===== config.mk =====
export PLATFORM = sky130hd
export DESIGN_NAME = button_event_classifier
export DESIGN_NICKNAME = d
export VERILOG_FILES = /design/src/rtl/button_event_classifier_pkg.sv /design/src/rtl/button_event_classifier_edge_detect.sv /design/src/rtl/button_event_classifier.sv
export SDC_FILE = /design/constraint.sdc
export NUM_CORES = 1
export LEC_CHECK = 0
export CORE_UTILIZATION = 50
export DETAILED_ROUTE_END_ITERATION = 6
export PLACE_DENSITY = 0.68
export SYNTH_ARGS = -nofsm -noshare
export SYNTH_HDL_FRONTEND = slang
export SYNTH_SLANG_ARGS = --single-unit

===== constraint.sdc =====
create_clock -name clk -period 3.2 [get_ports clk]
set_input_delay 0.32 -clock clk [delete_from_list [all_inputs] [get_ports clk]]
set_output_delay 0.32 -clock clk [all_outputs]
set_load 0.005 [all_outputs]

===== src/rtl/button_event_classifier_pkg.sv =====
// Shared definitions for the button event classifier.
// Holds the FSM state encodings, the default timing constants and the
// event bundle type. The debouncer and the display controller reuse the
// same timing constants, so they live here and not in the classifier.
package button_event_classifier_pkg;

  // Default timing at 100 MHz.
  localparam int LONG_CYC_DEF   = 50_000_000;  // 0.5 s hold counts as a long press
  localparam int DCLICK_CYC_DEF = 25_000_000;  // double-click window after release
  localparam int REPEAT_CYC_DEF = 10_000_000;  // auto-repeat period while long-held
  localparam int CNT_W_DEF      = 26;          // 2^26 > 50e6

  // Gesture FSM encodings.
  localparam logic [2:0] S_IDLE   = 3'd0;  // waiting for a press
  localparam logic [2:0] S_PRESS1 = 3'd1;  // first press held, timing toward long
  localparam logic [2:0] S_WAIT2  = 3'd2;  // released, waiting for a second press
  localparam logic [2:0] S_HOLD2  = 3'd3;  // second press of a double click held
  localparam logic [2:0] S_LONG   = 3'd4;  // long hold, auto-repeating

  // One-cycle event pulses, registered together.
  typedef struct packed {
    logic press;
    logic rls;
    logic shrt;
    logic lng;
    logic rpt;
    logic dclk;
  } evt_t;

endpackage


===== src/rtl/button_event_classifier_edge_detect.sv =====
// Level edge detector for a clean, synchronous input.
// Ports:
//   clk, rst  - clock, asynchronous active-high reset
//   level_i   - sampled level
//   rise_o    - level_i high now, low on the previous cycle (combinational)
//   fall_o    - level_i low now, high on the previous cycle (combinational)
// The history register resets to 0, so an input already high when reset
// releases is reported as a rising edge.
module button_event_classifier_edge_detect (
  input  logic clk,
  input  logic rst,
  input  logic level_i,
  output logic rise_o,
  output logic fall_o
);

  logic lvl_q;

  always_ff @(posedge clk or posedge rst) begin
    if (rst) lvl_q <= 1'b0;
    else     lvl_q <= level_i;
  end

  assign rise_o = level_i & ~lvl_q;
  assign fall_o = ~level_i & lvl_q;

endmodule


===== src/rtl/button_event_classifier.sv =====
// Classifies debounced button gestures into single-cycle event pulses.
// Ports:
//   clk, rst       - clock, asynchronous active-high reset
//   en             - enable; low forces the FSM idle and silences events
//   btn_level      - debounced level, 1 = pressed
//   press_pulse    - pulse on each press
//   release_pulse  - pulse on each release
//   short_press    - pulse once a single short press is confirmed
//   long_press     - pulse when a hold reaches LONG_CYC
//   repeat_pulse   - periodic pulse every REPEAT_CYC while long-held
//   double_click   - pulse on the second press of a double click
//   long_held      - level, high while in the long-hold state
// All pulses are registered and last exactly one cycle.
module button_event_classifier
  import button_event_classifier_pkg::*;
#(
  parameter int LONG_CYC   = LONG_CYC_DEF,
  parameter int DCLICK_CYC = DCLICK_CYC_DEF,
  parameter int REPEAT_CYC = REPEAT_CYC_DEF,
  parameter int CNT_W      = CNT_W_DEF
) (
  input  logic clk,
  input  logic rst,
  input  logic en,
  input  logic btn_level,
  output logic press_pulse,
  output logic release_pulse,
  output logic short_press,
  output logic long_press,
  output logic repeat_pulse,
  output logic double_click,
  output logic long_held
);

  localparam logic [CNT_W-1:0] LONG_LAST   = CNT_W'(LONG_CYC - 1);
  localparam logic [CNT_W-1:0] DCLICK_LAST = CNT_W'(DCLICK_CYC - 1);
  localparam logic [CNT_W-1:0] REPEAT_LAST = CNT_W'(REPEAT_CYC - 1);

  logic             rise, fall;
  logic [2:0]       state_q, state_d;
  logic [CNT_W-1:0] cnt_q, cnt_d;
  evt_t             ev_q, ev_d;

  // Edge history keeps tracking while disabled, so re-enabling with the
  // button held does not fabricate a press.
  button_event_classifier_edge_detect u_edge (
    .clk     (clk),
    .rst     (rst),
    .level_i (btn_level),
    .rise_o  (rise),
    .fall_o  (fall)
  );

  always_comb begin
    state_d = state_q;
    cnt_d   = cnt_q;
    ev_d    = '0;
    if (!en) begin
      state_d = S_IDLE;
      cnt_d   = '0;
    end else begin
      ev_d.press = rise;
      ev_d.rls   = fall;
      case (state_q)
        S_IDLE: begin
          if (rise) begin
            state_d = S_PRESS1;
            cnt_d   = '0;
          end
        end
        S_PRESS1: begin
          // Release is checked first: a release on the timeout edge is short.
          if (!btn_level) begin
            state_d = S_WAIT2;
            cnt_d   = '0;
          end else if (cnt_q == LONG_LAST) begin
            state_d  = S_LONG;
            cnt_d    = '0;
            ev_d.lng = 1'b1;
          end else begin
            cnt_d = cnt_q + CNT_W'(1);
          end
        end
        S_WAIT2: begin
          // A second press on the timeout edge still counts as a double click.
          if (rise) begin
            state_d   = S_HOLD2;
            cnt_d     = '0;
            ev_d.dclk = 1'b1;
          end else if (cnt_q == DCLICK_LAST) begin
            state_d   = S_IDLE;
            cnt_d     = '0;
            ev_d.shrt = 1'b1;
          end else begin
            cnt_d = cnt_q + CNT_W'(1);
          end
        end
        S_HOLD2: begin
          // Hold length after a double click is deliberately ignored.
          if (!btn_level) begin
            state_d = S_IDLE;
            cnt_d   = '0;
          end
        end
        S_LONG: begin
          if (!btn_level) begin
            state_d = S_IDLE;
            cnt_d   = '0;
          end else if (cnt_q == REPEAT_LAST) begin
            cnt_d    = '0;
            ev_d.rpt = 1'b1;
          end else begin
            cnt_d = cnt_q + CNT_W'(1);
          end
        end
        default: begin
          state_d = S_IDLE;
          cnt_d   = '0;
        end
      endcase
    end
  end

  always_ff @(posedge clk or posedge rst) begin
    if (rst) begin
      state_q <= S_IDLE;
      cnt_q   <= '0;
      ev_q    <= '0;
    end else begin
      state_q <= state_d;
      cnt_q   <= cnt_d;
      ev_q    <= ev_d;
    end
  end

  assign press_pulse   = ev_q.press;
  assign release_pulse = ev_q.rls;
  assign short_press   = ev_q.shrt;
  assign long_press    = ev_q.lng;
  assign repeat_pulse  = ev_q.rpt;
  assign double_click  = ev_q.dclk;
  assign long_held     = (state_q == S_LONG);

endmodule


==> results.ini <==
[synthesis]
synth_warnings=0
yosys_register_bits=36
ys_seq_area_share_pct=39.6
syn-instance-count=267
synth-edff-count=0
post_synth_arst_share_pct=100
yosys.cell_types.count=49
synth-main-ff-cell=dfrtp_1
synthesis.area_um2=2280
postSynthNetCount=273
syn_area_per_cell_um2=8.53

[sta]
final_max_slew_viol_count=0
post-route-period-util_pct=75.3
hold_violations_final=0
finalSetupViolations=0
tightestPinTransition_ps=735
post-route-min-period_ps=2410
rsz0062_at_grt=false
max_slew_margin_pct=50.7
totalNegativeSetupSlack_ps=0
fin_skew_ps=7.04
timing.fmax_ghz=0.415

[clocking]
cts.sink_count=36
cts.htree.levels=2
cts.hold.buffers_added=0
tritoncts=built
number_of_buffers_added_by_the_clock_tree_synthesis_step=5
max-clock-path-buffers=2
cts_setup_buffers=0
ctsResizeCount=0
ctsRootBufferMaster=clkbuf_8
clock_latency_late_sink_ps=290
clock_transition_time_at_the_flip_flop_clock_pins_of_the_worst_setup_and_hold_paths_ps=70

[placement]
numPortBuffers=10
globalplace.congestion=0.925
dp_hpwl_um=3710
placement.cell_area_um2=2420
dp_cells=322

[outcome]
outcome=completed

[critical_path]
worstPathMaxFanout=22
worstSetupEndpointType=flop
critPathLaunch=cnt_q[3]
rr_startpoint=cnt_q[3]
required_ps=3350
worst-setup-path-type=flop to flop
worst-endpoint-arrival_ps=2560
worst_setup_path_start_kind=flop

[grt]
maximum_number_of_pins_on_one_net_before_global_route_repair=26
via_count_of_the_first_global_routing_pass=1878
grt_antenna_before_repair=0
global_route_wire_length_before_repair_um=9230
track_usage_pct=24.0
grt-ovfl-total=0

[drt]
drt_pre_antenna_iters=4
post-route-drc-count=0
initial_detailed_routing_violation_count=198
met3WireLength_um=258
routed.top_layer=met4
routed-wl-met2_um=2510
wl_per_cell_um=16.1
num_vias=2069
routed_wirelength_um=5330
final_antenna_net_count=0
met1Wirelength_um=2450
detail_route.vias_per_cell=6.27

[layout]
fillers=382
fin_util_pct=57.6
mostFrequentLayoutCell=nand2_1
layout_common_cells=nand2_1 (55), dfrtp_1 (36), nor2_1 (17)
final_cell_count_no_fill=330
multi_input_comb_area_um2=1290
layout-drive-gt1-share_pct=8.99
final_net_count=283
final_cell_area_um2=2510
insertedDiodeCount=0
synth_to_final_area_change_pct=10.2
layout.area.seq_um2=901

[floorplan]
die_height_um=69.5
dieArea_um2=4830
design.core.area_um2=4350
fp.dieW_um=69.5
io_pins=11
rows=24
floorplan.initialDensity_pct=52.3

[pwr]
seq_power_share_pct=53.7
power_spent_charging_and_discharging_nets_mw=0.206
comb_power_share_pct=7.8
leakage_nw=1.03
internal_power_mw=0.655
netSwitchingFraction_pct=23.9
pwr_density_cell_nw_per_um2=343
power.ir.vdd_worst_mv=0.227
clock_power_share_pct=38.5

[min_path]
hold_class=input port to async pin

[job]
cap_viol_max_count=0

==> sequential cells by signal (all words and copies together) (netlist names) <==
register       count
cnt_q             26
state_q            3
double_click       1
long_press         1
press_pulse        1
release_pulse      1
repeat_pulse       1
short_press        1
u_edge.lvl_q       1
==> layer usage <==
layer	up-vias	global-route usage (%)
li1	1010	-
met1	999	32.9
met2	53	38.2
met3	7	3.63
met4	0	9.52
met5	-	0
==> final timing paths <==
path / endpoint / slack [ps] / cells after the start
max: cnt_q[3] / 790 / 7
min: cnt_q[6] / 450 / 2
max reg2reg: cnt_q[3] / 790 / 7
min reg2reg: release_pulse / 520 / 2
max in group asynchronous: cnt_q[7] / 2020 / 3
min in group clk: release_pulse / 520 / 2
==> power groups by stage <==
stage                     Sequential, mW  Clock, mW  Combinational [mW]
after global routing               0.462      0.362              0.0741
after detailed placement           0.471          0              0.0671
after global placement             0.471          0              0.0667
after floorplan                    0.468          0              0.0465
after CTS                          0.462      0.344              0.0672
final                              0.462      0.331              0.0669
==> stage by stage <==
step	hold slack [ps]	total power, mW	worst slack, ps
6_report	451	0.861	792
5_1_grt	514	0.899	599
4_1_cts	473	0.873	796
3_5_place_dp	511	0.538	783
3_3_place_gp	520	0.538	777
2_1_floorplan	351	0.515	1300
==> cell type report <==
type                            instances  share of cell area [%]
Clock buffer                            8                    3.59
Sequential cell                        36                    35.9
Tap cell                               52                    2.59
Multi-Input combinational cell        214                    51.5
Inverter                                4                   0.599
Timing Repair Buffer                   16                    5.79
==> worst max-delay path: stages (launching register included) <==
cell and delay, ps:
dfrtp_1 430, and4_1 400, nand2_1 170, nor4_2 530
nor4_4 50, buf_4 240, o21ai_2 300, o211ai_1 150
==> logic make-up after synthesis <==
group | count (synthesis) | share of synthesized area, %
buf+inv | 17 | 4.07
fa+ha+maj | 2 | 1.10
simple gates | 157 | 36.5
xor+xnor | 3 | 1.15
compound gates | 51 | 17.2
mux | 1 | 0.440
flops | 36 | 39.6
==> synth_stat cells (4+ instances only) <==
cell	n	area, um^2
nor2_1	17	63.8
dfrtp_1	36	901
o211ai_1	8	60.1
inv_1	4	15.0
and4_1	4	35.0
and3_1	4	25.0
nor2b_1	5	31.3
nor3_1	13	65.1
buf_2	5	25.0
and2_1	12	75.1
o21ai_0	6	30.0
nand3_1	11	55.1
nor4_1	4	25.0
o21a_1	5	37.5
clkbuf_1	4	15.0
o221ai_1	14	123
a21oi_1	7	35.0
nand4_1	12	75.1
nand2_1	55	206
No activity file was read; power rests on OpenSTA's default activity.
